==> src/rtl/adder_seq_ctrl.sv <==
// Operand-entry and result sequencer for the 4-bit adder demo: capture A, capture B, latch sum, show.
// Optional subtract mode is enabled by defining ADDER_SUB_EN (adds the mode input).
module adder_seq_ctrl #(
  parameter int WIDTH       = 4,
  parameter int HOLD_CYCLES = 100000000
) (
  input  logic             clk,
  input  logic             reset,
  input  logic             step,
  input  logic             clear,
`ifdef ADDER_SUB_EN
  input  logic             mode,
`endif
  input  logic [WIDTH-1:0] val,
  input  logic [WIDTH-1:0] sum_in,
  input  logic             cout_in,
  output logic [WIDTH-1:0] op_a,
  output logic [WIDTH-1:0] op_b,
  output logic             cin,
  output logic [WIDTH-1:0] led,
  output logic             led_carry,
  output logic [1:0]       state_o,
  output logic             busy
);

  localparam int CW = (HOLD_CYCLES > 1) ? $clog2(HOLD_CYCLES) : 1;
  localparam logic [CW-1:0] LAST_CNT = CW'(HOLD_CYCLES - 1);

  typedef enum logic [1:0] {
    ENTER_A = 2'b00,
    ENTER_B = 2'b01,
    CALC    = 2'b10,
    SHOW    = 2'b11
  } state_t;

  state_t           state_reg, state_next;
  logic [CW-1:0]    cnt_reg, cnt_next;
  logic             step_q_reg;
  logic [WIDTH-1:0] op_a_reg, op_a_next;
  logic [WIDTH-1:0] op_b_reg, op_b_next;
  logic [WIDTH-1:0] res_reg, res_next;
  logic             res_c_reg, res_c_next;
  logic             mode_reg, mode_next;
  logic             mode_in;
  logic [WIDTH-1:0] b_val;
  logic             step_rise;

`ifdef ADDER_SUB_EN
  assign mode_in = mode;
`else
  assign mode_in = 1'b0;
`endif

  // In subtract mode B is stored inverted so the adder sees A + ~B + 1.
  for (genvar gi = 0; gi < WIDTH; gi++) begin : g_binv
    assign b_val[gi] = val[gi] ^ mode_in;
  end

  assign step_rise = step & ~step_q_reg;

  always_ff @(posedge clk) begin
    if (reset) begin
      state_reg  <= ENTER_A;
      cnt_reg    <= '0;
      step_q_reg <= 1'b1;
      op_a_reg   <= '0;
      op_b_reg   <= '0;
      res_reg    <= '0;
      res_c_reg  <= 1'b0;
      mode_reg   <= 1'b0;
    end else begin
      state_reg  <= state_next;
      cnt_reg    <= cnt_next;
      step_q_reg <= step;
      op_a_reg   <= op_a_next;
      op_b_reg   <= op_b_next;
      res_reg    <= res_next;
      res_c_reg  <= res_c_next;
      mode_reg   <= mode_next;
    end
  end

  always_comb begin
    state_next = state_reg;
    cnt_next   = cnt_reg;
    op_a_next  = op_a_reg;
    op_b_next  = op_b_reg;
    res_next   = res_reg;
    res_c_next = res_c_reg;
    mode_next  = mode_reg;
    if (clear) begin
      state_next = ENTER_A;
      cnt_next   = '0;
    end else begin
      unique case (state_reg)
        ENTER_A: begin
          if (step_rise) begin
            op_a_next  = val;
            state_next = ENTER_B;
          end
        end
        ENTER_B: begin
          if (step_rise) begin
            op_b_next  = b_val;
            mode_next  = mode_in;
            state_next = CALC;
          end
        end
        CALC: begin
          res_next   = sum_in;
          res_c_next = cout_in;
          cnt_next   = '0;
          state_next = SHOW;
        end
        SHOW: begin
          // Leaving SHOW on a press does not capture A; a fresh press is needed.
          if (step_rise || cnt_reg == LAST_CNT) begin
            state_next = ENTER_A;
            cnt_next   = '0;
          end else begin
            cnt_next = cnt_reg + CW'(1);
          end
        end
        default: state_next = ENTER_A;
      endcase
    end
  end

  assign op_a      = op_a_reg;
  assign op_b      = op_b_reg;
  assign cin       = mode_reg;
  assign led       = (state_reg == SHOW) ? res_reg : val;
  assign led_carry = (state_reg == SHOW) & res_c_reg;
  assign state_o   = state_reg;
  assign busy      = (state_reg == CALC);

endmodule

==> config.mk <==
export PLATFORM = sky130hd
export DESIGN_NAME = adder_seq_ctrl
export DESIGN_NICKNAME = d
export VERILOG_FILES = /design/src/rtl/adder_seq_ctrl.sv
export SDC_FILE = /design/constraint.sdc
export NUM_CORES = 1
export LEC_CHECK = 0
export CAP_MARGIN = 20
export CORE_MARGIN = 10
export CORE_UTILIZATION = 55
export DETAILED_ROUTE_END_ITERATION = 8
export PLACE_DENSITY = 0.76
export REMOVE_ABC_BUFFERS = 1
export SLEW_MARGIN = 10
export SYNTH_ARGS = -nofsm -noshare
export SYNTH_HDL_FRONTEND = slang
export SYNTH_SLANG_ARGS = --single-unit
==> constraint.sdc <==
create_clock -name clk -period 2.1 [get_ports clk]
set_input_delay 0.315 -clock clk [delete_from_list [all_inputs] [get_ports clk]]
set_output_delay 0.315 -clock clk [all_outputs]
set_load 0.03 [all_outputs]
======== Word level (Yosys, flattened, before mapping) ========
Cells that the tools add are included.
storage, ports and cells
  logic and storage cells ................. 34
  bits in read-only memories .............. 0
  bits of input ports ..................... 13
  output and inout port bits .............. 17
  register bits ........................... 43
  memory bits (writable) .................. 0
  memories ................................ 0
  bits in latches ......................... 0
cells by class
  multiply operators ...................... 0
  magnitude comparators ................... 0
  bitwise operators ....................... 4
  mux-type cells .......................... 7
  divide/modulo/power cells ............... 0
  $add $sub $neg .......................... 1
  reduce and logical (&&, ||, !) cells .... 8
  shift-type cells ........................ 0
  eq/ne operators ......................... 7
operators by type and width
  cell                     number
  $pmux W27 S2             1
  $add A27 B1 Y27 const B  1
  $eq A27 B27 Y1 const B   1
  $mux W27                 1
  $reduce_and A3 Y1        3
  $pmux W2 S4              1
  $mux W2                  3
  $ne A2 B2 Y1 const B     3
  $eq A2 B2 Y1 const B     2
  $mux W4                  1
  $and A1 B1 Y1            2
  $eq A2 B1 Y1 const B     1
  $logic_not A2 Y1         1
  $not A1 Y1               2
  $reduce_and A2 Y1        1
  $reduce_bool A2 Y1       1
  $reduce_or A2 Y1         1
  $logic_or A1 B1 Y1       1

======== Depth between registers and ports, before layout ========
  depth after elaboration ................. 5
  mapped depth ............................ 8
  depth with buffers taken out ............ 6

======== Least setup slack after synthesis ========
Ideal clock, no wire load.
  kind .................................... flip-flop to flip-flop
  start ................................... register state_reg[1] (netlist: state_o[1])
  end ..................................... register cnt_reg[16]
  data required time ...................... 1999 ps
  cell stages (with the launch flop) ...... 8
  buffers on the path ..................... 2
  library setup time ...................... 101 ps
  period minus slack after synthesis ...... 1960 ps
  data arrival time ....................... 1859 ps
  path slack .............................. 140 ps
  cells stage by stage .................... dfxtp_1 -> ha_1 -> buf_2 -> nand2_1 -> a31oi_1 -> buf_2 -> nand2_1 -> o41ai_1
on the way
  cells in the longest elaborated chain, start to end .. 2
  elaborated cells between the ends (all ways) .. 4
  classes of those cells .................. eq/ne (2); mux (1); reduce/logical (1)
RTL lines
  element                                                    line  source
  start, declared                                            36    state_t state_reg, state_next;
  start signal, assigned                                     72    state_reg <= state_next;
  $eq A2 B2 Y1                                               95    unique case (state_reg)
  $pmux W27 S2 / $reduce_bool A2 Y1 (equally long branches)  -
  end signal, assigned                                       73    cnt_reg <= cnt_next;
  end, declared                                              37    logic [CW-1:0] cnt_reg, cnt_next;
Parallel ways exist; a longest one is shown, timed or not.
A chain may end at the register's enable or synchronous reset.

======== Final worst setup path ========
  start ................................... register state_reg[0] (netlist: state_o[0])
  end ..................................... output port led[1]
on the way
  cells in the longest elaborated chain, start to end .. 2
RTL lines
  element        line  source
  $eq A2 B2 Y1   132   assign led = (state_reg == SHOW) ? res_reg : val;
  $mux W4        132
  end, declared  20    output logic [WIDTH-1:0] led,
No other way between the ends.

==> summary.md <==
| Metric | Value |
|---|---|
| Core Area | 4030 um^2 |
| Setup CP Type | reg2out |
| R2R setup slack | 0.17 ns |
| Routability Congestion | 0.896 |
| 1st-iter DRT viols | 306 |
| Startpoint types | register |
| Vias in the first global route | 2111 |
| Number of CTS-inserted buffers | 5 |
| Most used cells in the layout excluding fill and tap cells | 42 x dfxtp_1, 23 x nor2_1, 23 x buf_4 |
| Critical path endpoint | led[1] |
| Reg-to-reg endpoint | cnt_reg[18]$_SDFFE_PP0P_ |
| Post-Syn Area | 2310 um^2 |
| Die Y | 84.9 um |
| Synth warnings | 0 |
| N_diodes | 0 |
| Hold-fix buffers, CTS | 0 |
| Max Cap Viol | 0 |
| Die W | 84.9 um |
| Yosys top cell area share | 37.2% |
| Top post-synthesis cells by area | dfxtp_1 37%, mux2i_1 6.5%, a31oi_1 5.9% |
| Final hold viol count | 0 |
| # DRC | 0 |
| Clk sink count | 43 |
| Clock skew | 0.00426 ns |
| Routed wire length | 5.99 mm |
| DR vias/cell | 6.09 |
| CP required | 1.78 ns |
| CTS H-Tree Depth | 2 |
| Clock-pin slew on the worst setup and hold paths | 0.08 ns |
| CTS Root Cell | clkbuf_8 |
| Unrepaired setup endpoints after global routing | no |
| TritonCTS clock tree | done |
| Total number of vias | 2235 |
| Initial core utilization | 57.5% |
| Max reg flops | 27 |
| Worst-Skew Late Latency | 0.29 ns |
| Synthesized flop and latch total | 43 |
| Post-synth EDFFs | 0 |
| Setup crit start | state_o[0]$_SDFFE_PP0P_ |
| FMAX | 499 MHz |
| Reg-to-Reg Start | cnt_reg[1]$_SDFFE_PP0P_ |
| Port Buffer Count | 28 |
| Count of final max-slew check failures | 0 |
| Post-route setup TNS | 0 ns |
| Pin count of the biggest net entering global routing | 26 |
| IO Pins | 30 |
| LEAKAGE | 0.973 nW |
| Asr flop ratio synth | 0% |
| Path depth of the worst reg2reg path | 7 |
| GR Overflow Total | 0 |
| Final min period | 2.00 ns |
| Crit Path Max Fanout | 6 |
| Syn Area/Cell | 8.39 um^2 |
| Worst EP arrival | 1.69 ns |
| Clock buffer depth | 2 |
| Final setup vio count | 0 |
| First-pass GRT wire length | 10.1 mm |
| Gr usage total | 16.4% |
| DRT Pass-1 Iters | 4 |
| Number of library cell types mapped by synthesis | 47 |
| Outcome | finished, final reports clean |
| Hold_sp | cnt_reg[5]$_SDFFE_PP0P_ |
| Synth Instances | 276 |
| Hold Crit Class | reg2reg |
| Final #Nets | 334 |
| Final critical-path share of the clock period | 95.4% |
| Peak supply drop | 394 uV |
| Ys flop type | dfxtp_1 |
| DR WL/cell | 16.3 um |
| Post-DP HPWL | 4.43 mm |
| Share of cells above drive strength 1 | 16.1% |
| Post-Route Utilization | 70.9% |
| Initial antenna violation count | 0 |
| Placement Rows | 23 |
| Routed Antenna Nets | 0 |
| Cell taking the most area after synthesis | dfxtp_1 |
| Commonest non-fill, non-tap cell in the layout | dfxtp_1 |
| Pwr/cell area | 508 nW/um^2 |
| CP Capture Type | primary output |
| Die area | 7200 um^2 |
| Register area share after synthesis | 37.2% |
| P&R area growth vs syn | 23.4% |
[worst min-delay path by stage]
stage / cells past startpoint / slack [ns] / to
floorplan: 1 / 0.39 / op_a[0]$_SDFFE_PP0P_
global placement: 1 / 0.46 / cnt_reg[24]$_SDFFE_PP0P_
detailed placement: 1 / 0.48 / cnt_reg[26]$_SDFFE_PP0P_
CTS: 2 / 0.50 / cnt_reg[5]$_SDFFE_PP0P_
global route: 2 / 0.53 / cnt_reg[5]$_SDFFE_PP0P_
finish: 2 / 0.50 / cnt_reg[5]$_SDFFE_PP0P_
[repair_timing]
item,CTS,global route
pin swaps,0,0
setup buffers,0,0
endpoints found under the setup margin,5,27
gates resized for setup,6,5
[through the flow]
stage | instances | area (um^2) | worst slack [ns] | power, mW | hold slack [ns]
global placement | 359 | 2750 | 0.112 | 0.951 | 0.463
floorplan | 258 | 2230 | -1.39 | 0.891 | 0.387
CTS | 367 | 2830 | 0.0367 | 1.45 | 0.496
detailed placement | 359 | 2750 | 0.0808 | 0.952 | 0.480
finish | 367 | 2860 | 0.0975 | 1.45 | 0.497
global route | 367 | 2860 | 0.0149 | 1.49 | 0.528
[critical path, stage by stage (launching register included)]
cell and delay [ns]:
dfxtp_1 0.41, ha_2 0.28, mux2_2 0.35, dlygate4sd2_1 0.35
[metal layers]
layer | vias up | GRT usage, % | part of all wire (%)
met4 | 0 | 3.74 | 0.53
met1 | 1070 | 21.9 | 47
met5 | - | 0 | 0
met3 | 4 | 3.35 | 5.1
met2 | 57 | 26.2 | 47
li1 | 1104 | - | -
[where the power goes]
part | total (mW) | switching, mW | internal (mW)
Clock | 0.520 | 0.292 | 0.228
Combinational | 0.111 | 0.0633 | 0.0481
Sequential | 0.820 | 0.00218 | 0.818
[cell usage after synthesis, types with 4 or more instances]
library cell	instances
mux2i_1	15
o211ai_1	4
nand4_1	13
nand2_1	20
nand3b_1	5
clkbuf_1	11
and3_1	5
nor2_1	24
or3_1	6
buf_2	5
mux2_2	4
a21oi_1	6
o22ai_1	5
inv_1	9
nand3_1	13
o21ai_0	7
nor3_1	6
ha_1	5
nor3_2	4
a31oi_1	22
dfxtp_1	43
and2_1	4
[area by class of cell]
type	instances	area [um^2]
repair buffers	51	449
well taps	50	62.6
clock buffers	5	68.8
clock inverters	3	15.0
flip-flops and latches	43	862
multi-input cells	206	1360
fillers	324	1170
inverters	9	33.8
[logic make-up after synthesis]
logic type	share of synthesized area (%)
adder cells (fa/ha/maj)	2.70
buffers and inverters	5.13
AO/OA/AOI/OAI	15.3
other	0.162
multiplexers	8.43
XOR/XNOR	0.757
flip-flops	37.2
AND/OR/NAND/NOR	30.3
No activity file was read; power rests on OpenSTA's default activity.
